`src/rtl/alu_control_md.sv`:
```
// ALU control decode plus a HI/LO unit doing iterative multiply/divide.
// Each op runs W shift-add or restoring steps, then one cycle applies the signs.
module alu_control_md #(
  parameter int unsigned W = 32
) (
  input  logic         clk,
  input  logic         reset,
  input  logic [1:0]   Aluop,
  input  logic [5:0]   funct,
  input  logic         start,
  input  logic [W-1:0] a,
  input  logic [W-1:0] b,
  output logic [3:0]   controlline,
  output logic         busy,
  output logic         done,
  output logic         div0,
  output logic [W-1:0] hi,
  output logic [W-1:0] lo
);

  localparam int unsigned CW = $clog2(W);

  localparam logic [5:0] F_MULT  = 6'b011000;
  localparam logic [5:0] F_MULTU = 6'b011001;
  localparam logic [5:0] F_DIV   = 6'b011010;
  localparam logic [5:0] F_DIVU  = 6'b011011;
  localparam logic [5:0] F_MTHI  = 6'b010001;
  localparam logic [5:0] F_MTLO  = 6'b010011;

  typedef enum logic [1:0] {IDLE, ITER, FIX} state_e;

  state_e          state_q, state_d;
  logic [CW-1:0]   cnt_q, cnt_d;
  logic            is_div_q, is_div_d;
  logic            neg_q, neg_d;
  logic            rneg_q, rneg_d;
  logic            dz_q, dz_d;
  logic [W-1:0]    dvd_q, dvd_d;
  logic [W-1:0]    md_q, md_d;
  logic [W-1:0]    acc_hi_q, acc_hi_d;
  logic [W-1:0]    acc_lo_q, acc_lo_d;
  logic [W-1:0]    hi_q, hi_d;
  logic [W-1:0]    lo_q, lo_d;
  logic            busy_q, busy_d;
  logic            done_q, done_d;
  logic            div0_q, div0_d;

  logic            signed_op;
  logic [W-1:0]    mag_a, mag_b, addend;
  logic [W:0]      add_sum, shifted, diff;
  logic [2*W-1:0]  prod, prod_neg;

  // Combinational ALU operation select
  always_comb begin
    controlline = 4'b0010;
    case (Aluop)
      2'b00: controlline = 4'b0010;
      2'b01: controlline = 4'b0110;
      2'b11: controlline = 4'b0111;
      default: begin
        case (funct)
          6'b100000, 6'b100001: controlline = 4'b0010;
          6'b100010, 6'b100011: controlline = 4'b0110;
          6'b100100: controlline = 4'b0000;
          6'b100101: controlline = 4'b0001;
          6'b100110: controlline = 4'b0011;
          6'b100111: controlline = 4'b1100;
          6'b101010: controlline = 4'b0111;
          6'b101011: controlline = 4'b1111;
          default:   controlline = 4'b0010;
        endcase
      end
    endcase
  end

  always_comb begin
    state_d  = state_q;
    cnt_d    = cnt_q;
    is_div_d = is_div_q;
    neg_d    = neg_q;
    rneg_d   = rneg_q;
    dz_d     = dz_q;
    dvd_d    = dvd_q;
    md_d     = md_q;
    acc_hi_d = acc_hi_q;
    acc_lo_d = acc_lo_q;
    hi_d     = hi_q;
    lo_d     = lo_q;
    busy_d   = busy_q;
    done_d   = 1'b0;
    div0_d   = 1'b0;

    signed_op = ~funct[0];
    mag_a     = (signed_op && a[W-1]) ? ({W{1'b0}} - a) : a;
    mag_b     = (signed_op && b[W-1]) ? ({W{1'b0}} - b) : b;
    addend    = acc_lo_q[0] ? md_q : {W{1'b0}};
    add_sum   = {1'b0, acc_hi_q} + {1'b0, addend};
    // Restoring step: bit W of diff is the borrow
    shifted   = {acc_hi_q, acc_lo_q[W-1]};
    diff      = shifted - {1'b0, md_q};
    prod      = {acc_hi_q, acc_lo_q};
    prod_neg  = {(2*W){1'b0}} - prod;

    case (state_q)
      IDLE: begin
        if (start && Aluop == 2'b10) begin
          case (funct)
            F_MTHI: hi_d = a;
            F_MTLO: lo_d = a;
            F_MULT, F_MULTU, F_DIV, F_DIVU: begin
              state_d  = ITER;
              busy_d   = 1'b1;
              cnt_d    = '0;
              is_div_d = funct[1];
              neg_d    = signed_op & (a[W-1] ^ b[W-1]);
              rneg_d   = signed_op & a[W-1];
              dz_d     = funct[1] & (b == {W{1'b0}});
              dvd_d    = a;
              md_d     = mag_b;
              acc_hi_d = '0;
              acc_lo_d = mag_a;
            end
            default: ;
          endcase
        end
      end
      ITER: begin
        if (is_div_q) begin
          if (!diff[W]) begin
            acc_hi_d = diff[W-1:0];
            acc_lo_d = {acc_lo_q[W-2:0], 1'b1};
          end else begin
            acc_hi_d = shifted[W-1:0];
            acc_lo_d = {acc_lo_q[W-2:0], 1'b0};
          end
        end else begin
          acc_hi_d = add_sum[W:1];
          acc_lo_d = {add_sum[0], acc_lo_q[W-1:1]};
        end
        cnt_d = cnt_q + CW'(1);
        if (cnt_q == CW'(W-1)) state_d = FIX;
      end
      FIX: begin
        state_d = IDLE;
        busy_d  = 1'b0;
        done_d  = 1'b1;
        if (is_div_q) begin
          if (dz_q) begin
            hi_d   = dvd_q;
            lo_d   = {W{1'b1}};
            div0_d = 1'b1;
          end else begin
            lo_d = neg_q  ? ({W{1'b0}} - acc_lo_q) : acc_lo_q;
            hi_d = rneg_q ? ({W{1'b0}} - acc_hi_q) : acc_hi_q;
          end
        end else begin
          {hi_d, lo_d} = neg_q ? prod_neg : prod;
        end
      end
      default: begin
        state_d = IDLE;
        busy_d  = 1'b0;
      end
    endcase
  end

  always_ff @(posedge clk or posedge reset) begin
    if (reset) begin
      state_q  <= IDLE;
      cnt_q    <= '0;
      is_div_q <= 1'b0;
      neg_q    <= 1'b0;
      rneg_q   <= 1'b0;
      dz_q     <= 1'b0;
      dvd_q    <= '0;
      md_q     <= '0;
      acc_hi_q <= '0;
      acc_lo_q <= '0;
      hi_q     <= '0;
      lo_q     <= '0;
      busy_q   <= 1'b0;
      done_q   <= 1'b0;
      div0_q   <= 1'b0;
    end else begin
      state_q  <= state_d;
      cnt_q    <= cnt_d;
      is_div_q <= is_div_d;
      neg_q    <= neg_d;
      rneg_q   <= rneg_d;
      dz_q     <= dz_d;
      dvd_q    <= dvd_d;
      md_q     <= md_d;
      acc_hi_q <= acc_hi_d;
      acc_lo_q <= acc_lo_d;
      hi_q     <= hi_d;
      lo_q     <= lo_d;
      busy_q   <= busy_d;
      done_q   <= done_d;
      div0_q   <= div0_d;
    end
  end

  assign busy = busy_q;
  assign done = done_q;
  assign div0 = div0_q;
  assign hi   = hi_q;
  assign lo   = lo_q;

endmodule

```
`config.mk`:
```
export PLATFORM = sky130hd
export DESIGN_NAME = alu_control_md
export DESIGN_NICKNAME = d
export VERILOG_FILES = /design/src/rtl/alu_control_md.sv
export SDC_FILE = /design/constraint.sdc
export NUM_CORES = 1
export LEC_CHECK = 0
export CELL_PAD_IN_SITES_DETAIL_PLACEMENT = 0
export CELL_PAD_IN_SITES_GLOBAL_PLACEMENT = 2
export CORE_MARGIN = 2
export CORE_UTILIZATION = 35
export CTS_CLUSTER_DIAMETER = 60
export DETAILED_ROUTE_END_ITERATION = 8
export PLACE_DENSITY_LB_ADDON = 0.12
export SYNTH_ARGS = -nofsm -noshare
export SYNTH_HDL_FRONTEND = slang
export SYNTH_SLANG_ARGS = --single-unit
```
`constraint.sdc`:
```
create_clock -name clk -period 8.8 [get_ports clk]
set_input_delay 1.32 -clock clk [delete_from_list [all_inputs] [get_ports clk]]
set_output_delay 1.32 -clock clk [all_outputs]
set_load 0.02 [all_outputs]
```
# Yosys cells after proc, flatten, opt, wreduce, memory -nomap -nowiden
# Cells that the tools add are included.
# W data, S select, Z words.
[totals]
regBits = 206
latch_bits = 0
mem_bits_rw = 0
rom_bits = 0
input_bits = 75
out_inout_bits = 71
wordCells = 112
mem_count = 0
[op_classes]
n_addsub = 8
mul = 0
div_mod_pow = 0
order_cmp = 0
n_eq_ne = 25
shift = 0
muxes = 42
bitwise = 6
reduce_logical = 16
[ops]
columns = ["operator", "count"]
rows = [
  ["$mux W32", 20],
  ["$pmux W32 S2", 4],
  ["$sub A1 B32 Y32 const A", 4],
  ["$mux W64", 1],
  ["$sub A1 B64 Y64 const A", 1],
  ["$eq A6 B6 Y1 const B", 8],
  ["$eq A6 B5 Y1 const B", 6],
  ["$add A32 B32 Y33", 1],
  ["$sub A33 B32 Y33", 1],
  ["$logic_not A32 Y1", 1],
  ["$pmux W4 S7", 1],
  ["$reduce_and A3 Y1", 6],
  ["$pmux W4 S3", 1],
  ["$mux W5", 2],
  ["$pmux W5 S2", 1],
  ["$mux W1", 7],
  ["$eq A2 B2 Y1 const B", 3],
  ["$mux W2", 3],
  ["$ne A2 B1 Y1 const B", 3],
  ["$add A5 B1 Y5 const B", 1],
  ["$eq A5 B5 Y1 const B", 1],
  ["$eq A2 B1 Y1 const B", 2],
  ["$logic_not A2 Y1", 2],
  ["$ne A2 B2 Y1 const B", 2],
  ["9 further kinds", 15],
]

# Logic depth before layout (Yosys ltp)
[depth]
word_depth = 6
depth_mapped = 15
depth_no_buf = 14

# Least setup slack after synthesis
# Ideal clock, no wire load.
[synth_timing]
path_type = "reg-to-reg"
from = "register acc_lo_q[11]"
to = "register hi_q[21], in the netlist hi[21]"
setup_time_ps = 126
arrival_ps = 3524
setup_slack_ps = 5150
path_stages_with_launch = 13
n_path_buf = 2
period_less_slack_ps = 3650
cell_sequence = "dfrtp_1 or4_4 or4_4 or3_4 or2_1 or3_1 buf_2 or2_1 buf_6 nor4_4 o21ai_1 o22a_1 a221o_1"
[synth_between]
elab_chain_len = 4
[synth_rtl]
columns = ["element", "line_no", "rtl"]
rows = [
  ["start: declaration", "41", "logic [W-1:0] acc_lo_q, acc_lo_d;"],
  ["start signal: assignment", "194", "acc_lo_q <= acc_lo_d;"],
  ["$sub A1 B64 Y64", "102", "prod_neg = {(2*W){1'b0}} - prod;"],
  ["$mux W64", "157", "{hi_d, lo_d} = neg_q ? prod_neg : prod;"],
  ["$mux W32", "147", "if (is_div_q) begin"],
  ["$pmux W32 S2", "104", "case (state_q)"],
  ["end signal: assignment", "195", "hi_q <= hi_d;"],
  ["end: declaration", "42", "logic [W-1:0] hi_q, hi_d;"],
]
# No other way between the ends.
# A chain may end at the register's enable or synchronous reset.

# Worst setup path after layout
[layout_timing]
from = "input port funct[0]"
to = "output port controlline[0]"
[layout_between]
elab_chain_len = 4
word_cells_on_any_way = 11
cone_classes = "eq/ne (8); mux (2); reduce/logical (1)"
[layout_rtl]
columns = ["element", "line_no", "rtl"]
rows = [
  ["start: declaration", "9", "input logic [5:0] funct,"],
  ["$eq A6 B6 Y1", "61", "case (funct)"],
  ["$reduce_or A2 Y1", "61", ""],
  ["$pmux W4 S7 (*)", "61", ""],
  ["$pmux W4 S3 (*)", "56", "case (Aluop)"],
  ["end: declaration", "13", "output logic [3:0] controlline,"],
]
# Every way passes the cells marked *; elsewhere a longest branch is shown, timed or not.

==> reports/metrics.cfg <==
[placement]
dpl_cell_area_um2 = 17900
dp_hpwl_um = 42500
globalplace.congestion = 0.871
port-buffer-count = 145

[synthesis]
synth_seq_area_share = 0.323
synthFlopType = dfrtp_1
synthTopCellsByArea = dfrtp_1, nand2_1, xor2_1, o21ai_0, ha_1
ys_types = 69
netlist_area_um2 = 16000
syn_inst = 2000
synth_area_leader_cell = dfrtp_1
synth_edf_count = 0
yosysMostFrequentCell = nand2_1
syn_avg_cell_area_um2 = 7.99
synth_nets = 2147
yosysWarnings = 0
async_flop_share = 1.00
synth_seq_cells = 206
netlist_top_cells_count = nand2_1, dfrtp_1, o21ai_0
yosysTopAreaCellShare = 0.323

[routing]
routed_wl_um = 59200
firstDrtPassIters = 8
ant_nets = 0
num_vias = 15216
drt-initial-drc-count = 1364
wl_per_cell_um = 22.0
drc = 0
viasPerCell = 5.65

[worst_setup_path]
worstPathRequired_ns = 7.48
cp-start-kind = primary input
crit_fanout = 12
critPathKind = primary input to output port
crit_path_end_kind = output port
arrival_ns = 3.34

[clocking]
numClockSinks = 206
ctsResizeCount = 0
post_cts_buffers = 0
numCtsBuffers = 31
cts_max_level = 1
cts_tree = built
cts_hold_buf = 0
clockBufferDepth = 3
clockRootBuffer = clkbuf_16
clk_pin_slew_worst_paths_ns = 0.06
clk_latency_ns = 0.59

[floorplan]
dieArea_um2 = 47400
rows = 78
dieWidth_um = 218
io_pins = 146
core_um2 = 45200
die_y_um = 218
start_util = 0.354

[global_routing]
gr-total-overflow = 0
antenna_found_initial = 1
grt_max_degree = 93
grt_pass1_wl_um = 89900
grt_usage = 0.246
grt_pass1_vias = 14718

[pwr]
pwr-share-seq = 0.281
swShare = 0.438
pwr-share-comb = 0.478
powerDensity_nw_per_um2 = 284
power.leakage_nw = 7.87
switching_power_mw = 2.36
max-vdd-ir-drop_v = 0.000177
pwr-share-clk = 0.241
total_power_mw = 5.38
cell_internal_pwr_mw = 3.02

[layout]
nNetsFinal = 2217
syn_to_final_growth_pct = 18.7
fin_util = 0.420
n_antenna_cell = 0
drive_gt1_frac = 0.0588
finalInstanceArea_um2 = 19000

[sta]
hold_viol_final = 0
relSlewSlack = 0.242
clock_skew_ns = 0.0127
fin_crit_sh = 0.530
fmax_mhz = 214
slew_viol_final = 0
finalSetupTns_ns = 0
min_period_ns = 4.66
setup_viol = 0
worstMarginPinSlew_ns = 1.14
whs_ns = 0.478
rsz0062_at_grt = false

[job]
max_cap_viol_count = 0

[outcome]
status = complete, no violations

[hold_path]
hp-class = flop to flop

-- layout by cell type, fill, tap and decap left out, types with 22 or more instances in the layout --
cell / n
buf_4: 31
a21oi_1: 132
ha_1: 70
dfrtp_1: 205
nor2_1: 134
inv_1: 60
nand2_1: 317
clkdlybuf4s50_1: 145
xor2_1: 122
nand2b_1: 24
a32oi_1: 34
mux2i_1: 38
nor3_1: 37
xnor2_1: 68
o31ai_1: 31
or3_1: 22
clkbuf_16: 31
a21o_1: 30
nand3_1: 30
o21ai_0: 197
-- path summary, 6_finish.rpt --
kind / from / endpoint / slack, ns / depth (start not counted)
min: dvd_q[13] / dvd_q[13] / 0.48 / 2
min reg2reg: dvd_q[13] / dvd_q[13] / 0.48 / 2
min in group asynchronous: reset / dvd_q[16] / 1.26 / 2
max reg2reg: acc_lo_q[31] / acc_hi_q[29] / 4.43 / 14
max in group asynchronous: reset / hi[23] / 6.16 / 3
max: funct[0] / controlline[0] / 4.14 / 6
-- state kept, by name, summed over array words and instances (netlist names) --
name,cells
hi,32
acc_hi_q,32
md_q,32
acc_lo_q,32
state_q,2
div0,1
busy,1
rneg_q,1
done,1
dvd_q,32
cnt_q,5
dz_q,1
neg_q,1
is_div_q,1
lo,32
-- kinds of logic (layout without fill, tap and decap cells) --
| family | after synthesis | count (layout) | share of synthesized area |
|---|---|---|---|
| AOI/OAI and AO/OA | 606 | 606 | 0.243 |
| xor gates and xnor gates | 190 | 190 | 0.104 |
| adders and majority gates | 72 | 72 | 0.0573 |
| buffers and inverters | 202 | 293 | 0.0480 |
| DFF | 206 | 206 | 0.323 |
| muxes | 51 | 51 | 0.0330 |
| and+or+nand+nor | 673 | 673 | 0.192 |
-- power by group through the flow --
stage | Clock [mW] | Combinational, mW | Sequential (mW)
final | 1.29 | 2.57 | 1.51
after global placement | 0 | 2.53 | 1.52
after CTS | 1.32 | 2.57 | 1.51
after detailed placement | 0 | 2.55 | 1.53
after global routing | 1.36 | 2.87 | 1.55
after floorplan | 0 | 1.98 | 1.33
-- metrics by stage --
step                worst slack, ns  std cells
floorplan                      1.86       2000
global placement               4.11       2637
detailed placement             4.13       2637
CTS                            4.12       2691
global route                   4.01       2691
finish                         4.14       2691
-- critical path: stages --
cell,delay [ns]
clkdlybuf4s50_1,0.80
xor2_1,0.18
a22oi_1,0.10
nor3b_1,0.20
o21a_1,0.13
clkdlybuf4s50_1,0.60
-- area by class of cell --
| cell class | instances | area [um^2] |
|---|---|---|
| inverter | 63 | 244 |
| fill | 4602 | 26200 |
| clock buffer | 40 | 860 |
| sequential | 206 | 5160 |
| timing repair buffer | 176 | 1680 |
| clock inverter | 14 | 193 |
| tap | 600 | 751 |
| multi-input combinational | 1592 | 10100 |
-- layer usage --
metal | global-route usage | vias up | share of wire
met5 | 0 | - | 0
met4 | 0.0817 | 0 | 0.033
met3 | 0.0254 | 83 | 0.051
met2 | 0.411 | 464 | 0.46
met1 | 0.332 | 7356 | 0.45
li1 | - | 7313 | -
Note: power is estimated with default switching activity, not from simulation.
